[src/rtl/morse_decoder.sv]
// Morse line receiver: times marks/spaces, classifies dot/dash, emits ASCII with a 1-cycle valid_o strobe.
// Latency 2+CHAR_TH+1 cycles from last mark fall; no backpressure. Optional MORSE_DECODER_WORD_SPACE_EN emits word spaces.
module morse_decoder #(
  parameter int MORSE_CYCLES = 2,
  parameter int MAX_SYMBOLS  = 6
) (
  input  logic       clk_i,
  input  logic       reset_n_i,
  input  logic       morse_i,
  output logic [7:0] ascii_o,
  output logic       valid_o,
  output logic       err_o,
  output logic       busy_o
);

  localparam int CW = $clog2(8*MORSE_CYCLES) + 1;
  localparam int NW = $clog2(MAX_SYMBOLS + 1);
  localparam logic [CW-1:0] ONE     = CW'(1);
  localparam logic [CW-1:0] DASH_TH = CW'(2*MORSE_CYCLES);
  localparam logic [CW-1:0] CHAR_TH = CW'(2*MORSE_CYCLES);
`ifdef MORSE_DECODER_WORD_SPACE_EN
  localparam logic [CW-1:0] WORD_TH = CW'(5*MORSE_CYCLES);
`endif
  localparam logic [NW-1:0] NMAX    = NW'(MAX_SYMBOLS);

  typedef enum logic [1:0] {
    IDLE,
    MARK,
    SPACE
`ifdef MORSE_DECODER_WORD_SPACE_EN
    , WORD
`endif
  } state_t;

  logic [1:0]             rst_q;
  logic                   rst_n;
  logic                   s1, m;
  state_t                 state, state_n;
  logic [CW-1:0]          cnt, cnt_n, cnt_inc;
  logic [MAX_SYMBOLS-1:0] sym, sym_n;
  logic [NW-1:0]          nsym, nsym_n;
  logic                   ovf, ovf_n;
  logic [7:0]             ascii_n;
  logic                   valid_n, err_n;
  logic [7:0]             key;
  logic [7:0]             lk_ascii;
  logic                   lk_err;

  // Reset asserts immediately, releases two clocks after reset_n_i rises.
  always_ff @(posedge clk_i or negedge reset_n_i) begin
    if (!reset_n_i) rst_q <= 2'b00;
    else            rst_q <= {rst_q[0], 1'b1};
  end
  assign rst_n = rst_q[1];

  always_ff @(posedge clk_i or negedge rst_n) begin
    if (!rst_n) begin
      s1 <= 1'b0;
      m  <= 1'b0;
    end else begin
      s1 <= morse_i;
      m  <= s1;
    end
  end

  assign cnt_inc = (cnt == '1) ? cnt : cnt + ONE;

  // Key = leading marker bit followed by symbols in time order (1 = dash).
  always_comb begin
    key = 8'd1;
    for (int i = 0; i < MAX_SYMBOLS; i++) begin
      if (i < int'(nsym)) key = {key[6:0], sym[i]};
    end
  end

  always_comb begin
    lk_ascii = 8'h3F;
    lk_err   = 1'b0;
    case (key)
      8'b00000101: lk_ascii = 8'h41; // A .-
      8'b00011000: lk_ascii = 8'h42; // B -...
      8'b00011010: lk_ascii = 8'h43;
      8'b00001100: lk_ascii = 8'h44;
      8'b00000010: lk_ascii = 8'h45;
      8'b00010010: lk_ascii = 8'h46;
      8'b00001110: lk_ascii = 8'h47;
      8'b00010000: lk_ascii = 8'h48;
      8'b00000100: lk_ascii = 8'h49;
      8'b00010111: lk_ascii = 8'h4A;
      8'b00001101: lk_ascii = 8'h4B;
      8'b00010100: lk_ascii = 8'h4C;
      8'b00000111: lk_ascii = 8'h4D;
      8'b00000110: lk_ascii = 8'h4E;
      8'b00001111: lk_ascii = 8'h4F;
      8'b00010110: lk_ascii = 8'h50;
      8'b00011101: lk_ascii = 8'h51;
      8'b00001010: lk_ascii = 8'h52;
      8'b00001000: lk_ascii = 8'h53;
      8'b00000011: lk_ascii = 8'h54;
      8'b00001001: lk_ascii = 8'h55;
      8'b00010001: lk_ascii = 8'h56;
      8'b00001011: lk_ascii = 8'h57;
      8'b00011001: lk_ascii = 8'h58;
      8'b00011011: lk_ascii = 8'h59;
      8'b00011100: lk_ascii = 8'h5A;
      8'b00111111: lk_ascii = 8'h30;
      8'b00101111: lk_ascii = 8'h31;
      8'b00100111: lk_ascii = 8'h32;
      8'b00100011: lk_ascii = 8'h33;
      8'b00100001: lk_ascii = 8'h34;
      8'b00100000: lk_ascii = 8'h35;
      8'b00110000: lk_ascii = 8'h36;
      8'b00111000: lk_ascii = 8'h37;
      8'b00111100: lk_ascii = 8'h38;
      8'b00111110: lk_ascii = 8'h39;
      default: begin
        lk_ascii = 8'h3F;
        lk_err   = 1'b1;
      end
    endcase
    // Longer patterns would alias once the marker shifts out of the key.
    if (int'(nsym) > 5) begin
      lk_ascii = 8'h3F;
      lk_err   = 1'b1;
    end
  end

  always_comb begin
    state_n = state;
    cnt_n   = cnt;
    sym_n   = sym;
    nsym_n  = nsym;
    ovf_n   = ovf;
    ascii_n = ascii_o;
    valid_n = 1'b0;
    err_n   = 1'b0;
    case (state)
      IDLE: begin
        cnt_n = '0;
        if (m) begin
          state_n = MARK;
          cnt_n   = ONE;
        end
      end
      MARK: begin
        if (m) begin
          cnt_n = cnt_inc;
        end else begin
          if (nsym == NMAX) begin
            ovf_n = 1'b1;
          end else begin
            sym_n  = sym | (MAX_SYMBOLS'(cnt >= DASH_TH) << nsym);
            nsym_n = nsym + NW'(1);
          end
          state_n = SPACE;
          cnt_n   = ONE;
        end
      end
      SPACE: begin
        if (cnt >= CHAR_TH) begin
          ascii_n = ovf ? 8'h3F : lk_ascii;
          err_n   = ovf | lk_err;
          valid_n = 1'b1;
          sym_n   = '0;
          nsym_n  = '0;
          ovf_n   = 1'b0;
          // A mark arriving on the emit cycle starts the next character.
          if (m) begin
            state_n = MARK;
            cnt_n   = ONE;
          end else begin
`ifdef MORSE_DECODER_WORD_SPACE_EN
            state_n = WORD;
            cnt_n   = cnt_inc;
`else
            state_n = IDLE;
            cnt_n   = '0;
`endif
          end
        end else if (m) begin
          state_n = MARK;
          cnt_n   = ONE;
        end else begin
          cnt_n = cnt_inc;
        end
      end
`ifdef MORSE_DECODER_WORD_SPACE_EN
      WORD: begin
        if (m) begin
          state_n = MARK;
          cnt_n   = ONE;
        end else if (cnt >= WORD_TH) begin
          ascii_n = 8'h20;
          valid_n = 1'b1;
          state_n = IDLE;
          cnt_n   = '0;
        end else begin
          cnt_n = cnt_inc;
        end
      end
`endif
      default: begin
        state_n = IDLE;
        cnt_n   = '0;
      end
    endcase
  end

  always_ff @(posedge clk_i or negedge rst_n) begin
    if (!rst_n) begin
      state   <= IDLE;
      cnt     <= '0;
      sym     <= '0;
      nsym    <= '0;
      ovf     <= 1'b0;
      ascii_o <= 8'h00;
      valid_o <= 1'b0;
      err_o   <= 1'b0;
    end else begin
      state   <= state_n;
      cnt     <= cnt_n;
      sym     <= sym_n;
      nsym    <= nsym_n;
      ovf     <= ovf_n;
      ascii_o <= ascii_n;
      valid_o <= valid_n;
      err_o   <= err_n;
    end
  end

  assign busy_o = (state == MARK) || (state == SPACE);

endmodule

[config.mk]
export PLATFORM = sky130hd
export DESIGN_NAME = morse_decoder
export DESIGN_NICKNAME = d
export VERILOG_FILES = /design/src/rtl/morse_decoder.sv
export SDC_FILE = /design/constraint.sdc
export NUM_CORES = 1
export LEC_CHECK = 0
export CAP_MARGIN = 20
export CELL_PAD_IN_SITES_DETAIL_PLACEMENT = 2
export CELL_PAD_IN_SITES_GLOBAL_PLACEMENT = 2
export CORE_MARGIN = 1.5
export CORE_UTILIZATION = 36
export DETAILED_ROUTE_END_ITERATION = 8
export HOLD_SLACK_MARGIN = 0.06
export PLACE_DENSITY_LB_ADDON = 0.1
export SLEW_MARGIN = 20
export SYNTH_ARGS = -nofsm -noshare
export SYNTH_HDL_FRONTEND = slang
export SYNTH_SLANG_ARGS = --single-unit
[constraint.sdc]
create_clock -name clk_i -period 1.29 [get_ports clk_i]
set_input_delay 0.129 -clock clk_i [delete_from_list [all_inputs] [get_ports clk_i]]
set_output_delay 0.129 -clock clk_i [all_outputs]
set_load 0.005 [all_outputs]
==> flow_metrics.env, run 1 <==
export IMPL_status="did not finish"
export IMPL_lastStage="clock tree synthesis (4_1_cts)"
export IMPL_toolErrorMsg="[ERROR DPL-0033] detailed placement checks failed during check placement."
export IMPL_io_buffers=12
export IMPL_synth_top_area_share=0.326
export IMPL_htree_levels=2
export IMPL_dieHeight_um=83.0
export IMPL_synthesis_nets=288
export IMPL_clockBufferDepth=2
export IMPL_ys_warn_count=0
export IMPL_synth_edf_count=0
export IMPL_seq_area_frac_synth=0.326
export IMPL_cts_made_buffers=5
export IMPL_clock_sinks=30
export IMPL_cts_resized=90
export IMPL_start_util=0.380
export IMPL_cts_root_buffer="clkbuf_8"
export IMPL_postCtsSetupBuffers=24
export IMPL_synthArstFlopShare=1.00
export IMPL_ys_ff_latch=30
export IMPL_gp_congestion=0.934
export IMPL_holdBufCountCts=1
export IMPL_synthFlopType="dfrtp_1"
export IMPL_yosysTopAreaCell="dfrtp_1"
export IMPL_netlist_instances=277
export IMPL_synthesis_area_um2=2300
export IMPL_row_count=28
export IMPL_place_hpwl_um=9190
export IMPL_die_w_um=83.0
export IMPL_synth_area_top_cells="dfrtp_1 33%, nor2_1 6.8%, a21oi_1 5.9%"
export IMPL_ioPinCount=14
export IMPL_ys_types=61
export IMPL_synth_avg_cell_area_um2=8.32
-- Yosys cell counts (4+ instances only) --
cell      count
buf_4         4
nor2_1       42
a31oi_1      12
xnor2_1       4
a211oi_1      4
nand4_1       6
dfrtp_1      30
a21oi_1      27
o21ai_0      12
nor2b_1       4
nand2b_1      8
ha_1          8
o211ai_1      4
nor3_1        9
mux2i_1       6
clkbuf_1     11
o22ai_1       4
nand3_1       8
and2_1        4
nand2_1      12
inv_1         9
-- cells by family after synthesis --
group	count (synthesis)	synth area share
and+or+nand+nor	104	0.226
DFF	30	0.326
other	2	0.00326
adders and majority gates	8	0.0435
buffers and inverters	29	0.0554
AOI/OAI and AO/OA	89	0.272
muxes	10	0.0554
xor gates and xnor gates	5	0.0190
-- stage by stage --
step	std cells	TNS, ns	area, um2	worst slack [ns]	utilization
2_1_floorplan	277	-12.31	2400	-0.866	-
3_3_place_gp	435	-12.20	3200	-1.11	0.528
3_5_place_dp	435	-15.78	3200	-1.33	0.528
==> inputs of run 2 (changes only) <==
==> config.mk (replaced) <==
export PLATFORM = sky130hd
export DESIGN_NAME = morse_decoder
export DESIGN_NICKNAME = d
export VERILOG_FILES = /design/src/rtl/morse_decoder.sv
export SDC_FILE = /design/constraint.sdc
export NUM_CORES = 1
export LEC_CHECK = 0
export CAP_MARGIN = 20
export CORE_MARGIN = 1.5
export CORE_UTILIZATION = 40
export DETAILED_ROUTE_END_ITERATION = 8
export PLACE_DENSITY_LB_ADDON = 0.15
export SLEW_MARGIN = 20
export SYNTH_ARGS = -nofsm -noshare
export SYNTH_HDL_FRONTEND = slang
export SYNTH_SLANG_ARGS = --single-unit
==> run 2 against run 1 <==
  * The flow now finishes, with violations (hold timing, setup timing)
  * Synthesized cell count unchanged
  * Synthesized area did not move
==> flow_metrics.env, run 2 <==
export IMPL_status="finished with violations"
export IMPL_violations="hold timing, setup timing"
export IMPL_synthesis_area_um2=2300
export IMPL_grt_pass1_wl_um=12500
export IMPL_ioPinCount=14
export IMPL_clock_fmax_mhz=406
export IMPL_arrival_ns=2.64
export IMPL_htree_levels=2
export IMPL_synth_top_area_share=0.326
export IMPL_antenna_cells=0
export IMPL_pwr_share_seq=0.155
export IMPL_io_buffers=12
export IMPL_synth_edf_count=0
export IMPL_final_seq_area_um2=756
export IMPL_final_common_cell="buf_4"
export IMPL_wl_per_cell_um=16.9
export IMPL_hold_viol=2
export IMPL_largest_reg_flops=7
export IMPL_p_leak_uw=0.00168
export IMPL_row_count=27
export IMPL_path_clk_slew_ns=0.07
export IMPL_antenna_found_initial=0
export IMPL_synthTopCellsByCount="42 x nor2_1, 30 x dfrtp_1, 27 x a21oi_1"
export IMPL_dp_cells=433
export IMPL_hold_path_class="in -> async"
export IMPL_share_comb_of_total_power=0.742
export IMPL_gp_congestion=0.921
export IMPL_crit_path_max_incr_delay_ns=0.57
export IMPL_p_sw_uw=4060
export IMPL_start_kind="flip-flop"
export IMPL_place_hpwl_um=5560
export IMPL_ys_warn_count=0
export IMPL_largest_register="ascii_o"
export IMPL_maxSlewViolCount=0
export IMPL_die_area_um2=6220
export IMPL_grt_pass1_vias=2575
export IMPL_multiInputGateArea_um2=1720
export IMPL_clk_latency_ns=0.29
export IMPL_synth_avg_cell_area_um2=8.32
export IMPL_vias=2644
export IMPL_dieHeight_um=78.9
export IMPL_setup_ws_ns=-1.17
export IMPL_tritoncts="done"
export IMPL_drive_gt1_frac=0.462
export IMPL_wl_um=7740
export IMPL_cp_data_required_time_ns=1.47
export IMPL_clockBufferDepth=2
export IMPL_firstDrtPassIters=5
export IMPL_synthArstFlopShare=1.00
export IMPL_grt_total_usage=0.259
export IMPL_fill_cells=455
export IMPL_clock_sinks=30
export IMPL_crit_fanout=6
export IMPL_seq_area_frac_synth=0.326
export IMPL_swShare=0.446
export IMPL_p_clk_frac=0.103
export IMPL_cts_root_buffer="clkbuf_8"
export IMPL_netlist_instances=277
export IMPL_pre_cts_slack_ns=-1.17
export IMPL_synthFlopType="dfrtp_1"
export IMPL_start_util=0.416
export IMPL_reg2reg_from="nsym[0]$_DFFE_PN0P_"
export IMPL_end_kind="flip-flop"
export IMPL_vdd_drop_max_uv=1670
export IMPL_min_period_over_period=1.91
export IMPL_synthToLayoutAreaGrowth_pct=59.9
export IMPL_core_area_um2=5540
export IMPL_fin_crit_ns=2.46
export IMPL_drv_cap=0
export IMPL_r2r_setup_slack_ns=-1.17
export IMPL_setup_violations=26
export IMPL_synthesis_nets=288
export IMPL_rsz0062_at_grt="yes"
export IMPL_grt_max_degree=29
export IMPL_tns_ns=-13.26
export IMPL_pwr_density_cell_nw_per_um2=2480
export IMPL_power_uw=9120
export IMPL_grt_overflow_total=0
export IMPL_yosysMostFrequentCell="nor2_1"
export IMPL_top_regs="ascii_o: 7 flops, sym: 6 flops, cnt: 5 flops"
export IMPL_rr_endpoint="ascii_o[6]$_DFFE_PN0P_"
export IMPL_drt_iter0_drc=233
export IMPL_critPathSlowestCell="mux4_2"
export IMPL_whs_ns=-0.00123
export IMPL_path_cells="mux2_4 > mux4_2 > a211oi_2 > o2bb2ai_2 > buf_4 > nor3_2 > nor2_2 > a21o_1"
export IMPL_ant_nets=0
export IMPL_r2r_cells=8
export IMPL_final_cell_mix="95 x buf_4, 34 x nor2_1, 26 x dfrtp_1, 20 x a21oi_1, 12 x a31oi_1"
export IMPL_ys_ff_latch=30
export IMPL_synth_area_top_cells="dfrtp_1 33%, nor2_1 6.8%, a21oi_1 5.9%"
export IMPL_cts_made_buffers=5
export IMPL_final_nets=395
export IMPL_ys_types=61
export IMPL_power_internal_uw=5060
export IMPL_layoutNonFillerInstCount=457
export IMPL_die_w_um=78.9
export IMPL_yosysTopAreaCell="dfrtp_1"
export IMPL_fin_skew_ns=0.00557
export IMPL_critPathKind="reg -> reg"
export IMPL_vias_per_cell=5.79
export IMPL_drc=0
export IMPL_holdBufCountCts=0
==> run 2: cell counts after synthesis <==
Identical to the previous run, type by type.
==> run 2: worst max-delay path by stage <==
stage	slack (ns)	cells after the start	to	startpoint
after global routing	-1.25	7	ascii_o[2]$_DFFE_PN0P_	nsym[0]$_DFFE_PN0P_
after floorplan	-0.87	7	ascii_o[4]$_DFFE_PN0P_	nsym[0]$_DFFE_PN0P_
after global placement	-1.16	8	ascii_o[6]$_DFFE_PN0P_	nsym[0]$_DFFE_PN0P_
after CTS	-1.10	7	ascii_o[4]$_DFFE_PN0P_	nsym[0]$_DFFE_PN0P_
after detailed placement	-1.17	8	ascii_o[4]$_DFFE_PN0P_	nsym[0]$_DFFE_PN0P_
final	-1.17	8	ascii_o[6]$_DFFE_PN0P_	nsym[0]$_DFFE_PN0P_
==> run 2: logic make-up (layout without fill, tap and decap cells) <==
logic type / after synthesis / after routing / synth area share
compound gates: 89 / 89 / 0.272
xor+xnor: 5 / 5 / 0.0190
fa+ha+maj: 8 / 8 / 0.0435
buf+inv: 29 / 137 / 0.0554
flops: 30 / 30 / 0.326
mux: 10 / 10 / 0.0554
other cells: 2 / 2 / 0.00326
simple gates: 104 / 104 / 0.226
==> run 2: worst max-delay path, delay by kind of cell (launching register included) <==
kind / cells / cell delay [ns]
compound gates: 3 / 0.49
buf+inv: 1 / 0.15
flops: 1 / 0.47
mux: 2 / 0.89
simple gates: 2 / 0.35
==> run 2: routing by layer <==
metal / GRT usage / up-vias / share of wire
met4: 0.0982 / 0 / 0.030
met3: 0.0460 / 31 / 0.057
met5: 0 / - / 0
met1: 0.329 / 1254 / 0.41
met2: 0.440 / 119 / 0.50
li1: - / 1240 / -
==> run 2: through the flow <==
step                      instance area (um2)  hold WS, ns  utilization
after floorplan                          2400       -0.167            -
final                                    3680     -0.00123        0.665
after global placement                   3180        0.248        0.574
after CTS                                3510     0.000525        0.634
after detailed placement                 3180        0.248        0.574
after global routing                     3680     -0.00198        0.665
==> run 2: what timing repair did <==
action                                  4_1_cts  5_1_grt
setup buffers                                 9        7
endpoints found under the hold margin         0        0
pin swaps                                    10       11
gates cloned                                  0        1
endpoints found under the setup margin       26       33
gates resized for setup                      42       32
==> run 2: power groups by stage <==
stage / sequential (uW) / combinational (uW) / clock [uW]
after global placement: 1380 / 5440 / 0
after global routing: 1440 / 7260 / 1000
after detailed placement: 1390 / 5490 / 0
final: 1410 / 6770 / 941
after CTS: 1380 / 6190 / 949
after floorplan: 1350 / 3200 / 0
==> run 2: final cells by class <==
cell class / count / area share
well taps: 72 / 0.0245
multi-input cells: 218 / 0.467
clock buffers: 6 / 0.0197
flip-flops and latches: 30 / 0.205
clock inverters: 2 / 0.0102
inverters: 11 / 0.0112
repair buffers: 118 / 0.263
(Power assumes the default switching activity.)
==> inputs of run 3 (changes only) <==
--- a/config.mk
+++ b/config.mk
@@ -8,9 +8,9 @@
 export CAP_MARGIN = 20
 export CORE_MARGIN = 1.5
 export CORE_UTILIZATION = 40
+export CTS_CLUSTER_DIAMETER = 200
 export DETAILED_ROUTE_END_ITERATION = 8
 export PLACE_DENSITY_LB_ADDON = 0.15
-export SLEW_MARGIN = 20
 export SYNTH_ARGS = -nofsm -noshare
 export SYNTH_HDL_FRONTEND = slang
 export SYNTH_SLANG_ARGS = --single-unit
==> results of run 3 <==
No change in the layout: final DEF, timing and power equal those of run 2.
